## config.mk

```make
export PLATFORM = sky130hd
export DESIGN_NAME = booth_mult_iter
export DESIGN_NICKNAME = d
export VERILOG_FILES = /design/src/rtl/booth_pkg.sv /design/src/rtl/booth_step.sv /design/src/rtl/booth_mult_iter.sv
export SDC_FILE = /design/constraint.sdc
export NUM_CORES = 1
export LEC_CHECK = 0
export CORE_ASPECT_RATIO = 0.5
export CORE_MARGIN = 2
export CORE_UTILIZATION = 57
export CTS_BUF_LIST = sky130_fd_sc_hd__clkbuf_16
export CTS_CLUSTER_SIZE = 16
export DETAILED_ROUTE_END_ITERATION = 7
export MAX_ROUTING_LAYER = met4
export PLACE_DENSITY = 0.83
export REMOVE_ABC_BUFFERS = 1
export SLEW_MARGIN = 15
export SYNTH_ARGS = -nofsm -noshare
export SYNTH_HDL_FRONTEND = slang
export SYNTH_HIERARCHICAL = 1
export SYNTH_SLANG_ARGS = --single-unit
export TNS_END_PERCENT = 1
```

## constraint.sdc

```tcl
create_clock -name clk -period 9.2 [get_ports clk]
set_input_delay 2.3 -clock clk [delete_from_list [all_inputs] [get_ports clk]]
set_output_delay 2.3 -clock clk [all_outputs]
set_load 0.05 [all_outputs]
```

## src/rtl/booth_pkg.sv

```systemverilog
// booth_pkg: shared FSM state type and default sizing for the iterative Booth multiplier.
package booth_pkg;
    localparam int DEF_WIDTH = 25;
    localparam int DEF_TAG_W = 10;
    typedef enum logic [1:0] {IDLE, RUN, DONE} state_e;
endpackage

```

## src/rtl/booth_step.sv

```systemverilog
// booth_step: one radix-2 Booth iteration (conditional add/subtract, then arithmetic shift of {A,Q,q_m1}).
module booth_step
    import booth_pkg::*;
#(
    parameter int WIDTH = DEF_WIDTH
) (
    input  logic [WIDTH+1:0] a_i,
    input  logic [WIDTH:0]   q_i,
    input  logic             q_m1_i,
    input  logic [WIDTH:0]   m_i,
    output logic [WIDTH+1:0] a_o,
    output logic [WIDTH:0]   q_o,
    output logic             q_m1_o
);
    logic [WIDTH+1:0] m_ext;
    logic [WIDTH+1:0] sum;

    always_comb begin
        m_ext  = {m_i[WIDTH], m_i};
        sum    = ({q_i[0], q_m1_i} == 2'b01) ? a_i + m_ext :
                 ({q_i[0], q_m1_i} == 2'b10) ? a_i - m_ext : a_i;
        a_o    = {sum[WIDTH+1], sum[WIDTH+1:1]};
        q_o    = {sum[0], q_i[WIDTH:1]};
        q_m1_o = q_i[0];
    end
endmodule

```

## src/rtl/booth_mult_iter.sv

```systemverilog
// booth_mult_iter: iterative radix-2 Booth multiplier, signed or unsigned, WIDTH+1 fixed steps per product.
module booth_mult_iter
    import booth_pkg::*;
#(
    parameter int WIDTH = DEF_WIDTH,
    parameter int TAG_W = DEF_TAG_W
) (
    input  logic               clk,
    input  logic               reset,
    input  logic               in_valid,
    output logic               in_ready,
    input  logic [WIDTH-1:0]   multiplicand,
    input  logic [WIDTH-1:0]   multiplier,
    input  logic               is_signed,
    input  logic [TAG_W-1:0]   tag_i,
    output logic               out_valid,
    input  logic               out_ready,
    output logic [2*WIDTH-1:0] product,
    output logic [TAG_W-1:0]   tag_o
);
    localparam int CW = $clog2(WIDTH + 2);

    state_e           state_q, state_d;
    logic [CW-1:0]    cnt_q, cnt_d;
    logic [WIDTH+1:0] a_q, a_d, step_a;
    logic [WIDTH:0]   q_q, q_d, step_q;
    logic [WIDTH:0]   m_q, m_d;
    logic             q_m1_q, q_m1_d, step_q_m1;
    logic [TAG_W-1:0] tag_q, tag_d;

    booth_step #(.WIDTH(WIDTH)) u_step (
        .a_i    (a_q),
        .q_i    (q_q),
        .q_m1_i (q_m1_q),
        .m_i    (m_q),
        .a_o    (step_a),
        .q_o    (step_q),
        .q_m1_o (step_q_m1)
    );

    always_comb begin
        state_d = state_q;
        cnt_d   = cnt_q;
        a_d     = a_q;
        q_d     = q_q;
        q_m1_d  = q_m1_q;
        m_d     = m_q;
        tag_d   = tag_q;
        case (state_q)
            IDLE: if (in_valid) begin
                state_d = RUN;
                cnt_d   = '0;
                a_d     = '0;
                q_m1_d  = 1'b0;
                m_d     = {is_signed & multiplicand[WIDTH-1], multiplicand};
                q_d     = {is_signed & multiplier[WIDTH-1], multiplier};
                tag_d   = tag_i;
            end
            RUN: begin
                a_d     = step_a;
                q_d     = step_q;
                q_m1_d  = step_q_m1;
                cnt_d   = cnt_q + 1'b1;
                state_d = (cnt_q == CW'(WIDTH)) ? DONE : RUN;
            end
            DONE: if (out_ready) state_d = IDLE;
            default: state_d = IDLE;
        endcase
    end

    always_ff @(posedge clk or negedge reset) begin
        if (!reset) begin
            state_q <= IDLE;
            cnt_q   <= '0;
            a_q     <= '0;
            q_q     <= '0;
            q_m1_q  <= 1'b0;
            m_q     <= '0;
            tag_q   <= '0;
        end else begin
            state_q <= state_d;
            cnt_q   <= cnt_d;
            a_q     <= a_d;
            q_q     <= q_d;
            q_m1_q  <= q_m1_d;
            m_q     <= m_d;
            tag_q   <= tag_d;
        end
    end

    // the low 2*WIDTH bits of {A,Q} already hold the exact product for both modes
    assign product   = {a_q[WIDTH-2:0], q_q};
    assign tag_o     = tag_q;
    assign in_ready  = (state_q == IDLE);
    assign out_valid = (state_q == DONE);
endmodule

```

* Yosys cells after proc, flatten, opt, wreduce, memory -nomap -nowiden
Cells that the tools add are included.
Widths: inputs -> output; s select.
** Storage, ports and cells
- Bits in registers :: 97
- Bits in latches :: 0
- Memory bits (writable) :: 0
- ROM bits :: 0
- Input bits :: 65
- Output and inout bits :: 62
- Memories :: 0
** Operators by class
- $add $sub $neg :: 3
- Multiply operators :: 0
- Div/mod/pow operators :: 0
- Magnitude comparators :: 0
- Equality and inequality tests :: 7
- Shift-type cells :: 0
- Mux-type cells :: 14
- Bitwise gates (word level) :: 2
- Reductions and logical operators :: 5
** Operator list (count)
- $mux 27 :: 3
- $pmux 27 s2 :: 1
- $pmux 26 s2 :: 1
- $add 27x27->27 :: 1
- $sub 27x27->27 :: 1
- $mux 26 :: 1
- $pmux 5 s2 :: 1
- $mux 2 :: 3
- $pmux 2 s3 :: 1
- $reduce_and 2->1 :: 3
- $add 5x1->5 const B :: 1
- $eq 5x5->1 const B :: 1
- $mux 5 :: 1
- $eq 2x1->1 const B :: 2
- $eq 2x2->1 const B :: 2
- $and 1x1->1 :: 2
- $logic_not 2->1 :: 1
- $ne 2x1->1 const B :: 1
- $ne 2x2->1 const B :: 1
- $pmux 1 s2 :: 1
- $reduce_bool 2->1 :: 1
- $mux 1 :: 1

* Longest topological paths before layout
- Depth after elaboration :: 4
- Depth in mapped cells :: 15
- Gate-level depth less buffers :: 14

* Hierarchy
Netlist, hierarchy kept.
** By module, submodules not included
- booth_mult_iter :: times used 1, cells an instance 391, area an instance 4140.2 sq um, seq. area each 2427.3 sq um
- booth_step :: times used 1, cells an instance 526, area an instance 3485.8 sq um, seq. area each 0.0 sq um

* Worst setup path before layout
Ideal clock, no wire load.
- Kind :: flip-flop to output port
- Start :: reg state_q[1]
- End :: out out_valid
- Arrival :: 1.249 ns
- Path slack :: 5.651 ns
- Cell stages (with the launch flop) :: 3
- Cells stage by stage :: dfrtp_1 > inv_1 > nor2_1
** On the way
- Longest elaborated chain between the ends :: 1
** RTL lines
- start: declaration :: line booth_mult_iter.sv:23 : state_e state_q, state_d;
- start signal: assignment :: line booth_mult_iter.sv:81 : state_q <= state_d;
- $eq 2x2->1 :: line booth_mult_iter.sv:95 : assign out_valid = (state_q == DONE);
- end: declaration :: line booth_mult_iter.sv:16 : output logic out_valid,
Every way passes these cells.

* Worst setup path in the final report
- Start :: reg q_q[0]
- End :: out product[0]
** RTL lines
- start: declaration :: line booth_mult_iter.sv:26 : logic [WIDTH:0] q_q, q_d, step_q;
- start signal: assignment :: line booth_mult_iter.sv:84 : q_q <= q_d;
- end: declaration :: line booth_mult_iter.sv:18 : output logic [2*WIDTH-1:0] product,
No word-level cell between the ends.

==> implementation parameters <==
Parameter                              Value

Logic synthesis
  Main combinational cell family by area after synthesis ... compound AO/OA/AOI/OAI gates
  Area fraction in compound gates after synthesis ... 25.4%
  Most instantiated flip-flop cell in the synthesis netlist ... sky130_fd_sc_hd__dfrtp_1
  Xor/xnor share of the synthesized area ... 0.459%
  Post-synthesis simple-gate area fraction ... 16.9%
  Count of flip-flops with a built-in enable after synthesis ... 0
  Cell Area, Synth ... 7630 µm²
  Synth Instances ... 917
  Avg Cell Area, Syn ... 8.32 µm²
  Warnings, synthesis ... 6
  Synth async-reset ratio ... 100%
  Proportion of synthesized area in mux cells ... 3.95%
  Post-synthesis sequential area ratio ... 31.8%
  Cell variety after synth ... 77
  Total of flip-flops plus latches after synthesis ... 97
  Share of synthesized cell area in full adder, half adder and majority cells ... 9.38%

Worst setup path
  Launching element type of the critical path ... flip-flop
  Arrival time reported for the critical path endpoint ... 2260 ps
  Slack of the worst reg-to-reg path ... 5690 ps
  Slowest stage delay, CP ... 960 ps
  Data required, critical path ... 6900 ps
  Ordered cell list for the critical path ... clkdlybuf4s50_1
  Cell with the largest stage delay on the worst path ... sky130_fd_sc_hd__dfrtp_1
  Reg2reg end ... a_q[24]
  Worst flop-to-flop path startpoint ... m_q[1]
  Worst-path maximum fanout ... 31
  Worst Path Class, Setup ... flip-flop to output pin
  R2R cell count ... 11
  Family with the most delay on the worst path ... flip-flops
  Total buffers and inverters traversed by the critical path ... 1
  Nature of the critical path endpoint ... output pin

Detailed routing
  Average wire length per cell after detail routing ... 17.3 µm
  Number of design-rule violations left by the first detailed-router iteration ... 555
  Total routed wirelength ... 19400 µm
  DRC violations left ... 0
  Remaining antenna violation count ... 0
  Avg Vias per Cell ... 5.96
  Pre-antenna DRT Iters ... 5
  Via count ... 6702

STA
  Highest attainable clock frequency ... 0.219 GHz
  Setup repair after global routing missed its margin ... false
  Shortest period the worst path allows ... 4560 ps
  Worst slew margin relative to its limit ... 20.2%
  Final cycle utilization of the critical path ... 49.5%
  Actual transition at the worst max-transition pin ... 1190 ps
  Count of final hold-check violations ... 0
  Setup clock skew after layout ... 13.7 ps
  Max Slew Vio Count ... 0
  Total Negative Setup Slacks ... 0 ps
  # setup viols final ... 0

Worst hold path
  Hold Path Class ... flip-flop to flip-flop
  Hold Path Origin ... tag_o[1]
  Hold Path Stages ... 2
  Hold path endpoint ... tag_o[1]

Placed design
  Placed cell count ... 1110
  Hpwl dp ... 13500 µm
  Number of port buffers ... 126
  Gpl congestion ... 0.965

Clock network
  Number of levels the H-tree was split into ... 3
  Setup Buffers After CTS ... 0
  Hold-fix buffer count after cts ... 0
  Insertion delay to the later sink of the worst-skew pair ... 350 ps
  Gates resized, CTS repair ... 0
  Clk root buf ... sky130_fd_sc_hd__clkbuf_16
  Number of sinks on the clock net ... 97
  CTS tree ... yes
  Total clock buffers created by CTS ... 9
  Clock tree buffer depth ... 2
  Clock slew at the register clock pins of the worst setup and hold paths ... 70 ps

Die
  Number of rows in the core area ... 29
  Initial cell density of the core ... 59.4%
  Die width ... 168 µm
  Core area ... 12800 µm²
  Full die area ... 14400 µm²
  Die outline height ... 85.8 µm
  IO Count ... 127

Global route
  Largest net degree at the start of global routing ... 82
  Global-route wire length before repair ... 32500 µm
  Number of antenna violations at the first check in global routing ... 0
  Via count of the first global-routing pass ... 6473
  Global router's overall resource usage ... 28.6%
  GR Overflow Total ... 0

Job
  Number of max-cap violations ... 0

Final layout
  Synthesis-to-finish area growth ... 14.5%
  Non-filler cells, final ... 1125
  Fraction of layout cells with a size suffix above 1 ... 5.24%
  Antenna fix cells ... 0
  Number of nets in the layout ... 1072

Run status
  Result of the run ... complete, no violations
-- state kept, by name (all words and copies together) (netlist names) --
signal and cells:
q_m1_q 1, cnt_q 5, q_q 26, m_q 26
state_q 2, tag_o 10, a_q 27
-- worst max path at each step --
stage | from | endpoint | cells past startpoint
after CTS | q_q[0] | product[0] | 1
after detailed placement | q_q[0] | product[0] | 1
after global placement | q_q[0] | product[0] | 1
after global routing | q_q[0] | product[0] | 1
after floorplan | in_valid | q_q[0] | 2
final | q_q[0] | product[0] | 1
-- cells in the final DEF, fill, tap and decap left out, types with 8 or more instances in the layout --
master	instances
sky130_fd_sc_hd__clkdlybuf4s50_1	125
sky130_fd_sc_hd__ha_1	54
sky130_fd_sc_hd__o221ai_1	8
sky130_fd_sc_hd__o22ai_1	19
sky130_fd_sc_hd__nand2_1	167
sky130_fd_sc_hd__a22oi_1	8
sky130_fd_sc_hd__clkbuf_16	9
sky130_fd_sc_hd__mux2i_1	29
sky130_fd_sc_hd__a21oi_1	69
sky130_fd_sc_hd__o21bai_1	11
sky130_fd_sc_hd__nand4_1	10
sky130_fd_sc_hd__a21o_1	11
sky130_fd_sc_hd__dfrtp_1	97
sky130_fd_sc_hd__nor2_1	66
sky130_fd_sc_hd__nand3_1	10
sky130_fd_sc_hd__a22o_1	30
sky130_fd_sc_hd__inv_1	50
sky130_fd_sc_hd__o21ai_0	47
-- synthesized netlist by cell type (all sizes together) (12+ instances only) --
cell type,number,area (µm²)
buf,82,609
o21bai,12,90.1
dfrtp,97,2430
ha,54,676
o21ai,50,250
a21oi,71,363
nand2,167,627
o22ai,20,139
a22o,30,263
inv,53,204
nor2,66,248
clkbuf,27,108
mux2i,29,290
-- stage by stage --
step | worst slack [ps] | util (%) | instance area, µm² | hold slack (ps)
finish | 4640 | 68.0 | 8730 | 484
floorplan | 3810 | - | 6910 | 445
global route | 4560 | 68.0 | 8730 | 516
global placement | 5050 | 65.8 | 8450 | 457
CTS | 4650 | 68.0 | 8730 | 487
detailed placement | 5030 | 65.8 | 8450 | 461
-- logic make-up (layout without fill, tap and decap cells) --
kind of cell,count (synthesis),after routing
AO/OA/AOI/OAI,272,272
XOR/XNOR,4,4
adder cells (fa/ha/maj),56,56
buffers and inverters,162,200
flip-flops,97,97
multiplexers,30,30
AND/OR/NAND/NOR,296,296
-- per-layer routing --
metal  routed length (µm)  up-vias  global-route usage, %
li1                     -     3243                      -
met1                 9460     3220                   40.1
met2                 8540      225                   44.4
met3                 1290       14                   5.40
met4                  129        0                   4.35
met5                    0        -                      -
-- layout make-up --
class | instances | area, µm²
Multi-Input combinational cell | 658 | 4300
Fill cell | 1053 | 4120
Sequential cell | 97 | 2430
Timing Repair Buffer | 132 | 1300
Clock buffer | 9 | 225
Tap cell | 170 | 213
Inverter | 53 | 204
Clock inverter | 6 | 57.6
Power is left out: the tool's default activity adds up to more than one toggle a clock period on the data nets, which glitch-free logic cannot reach.
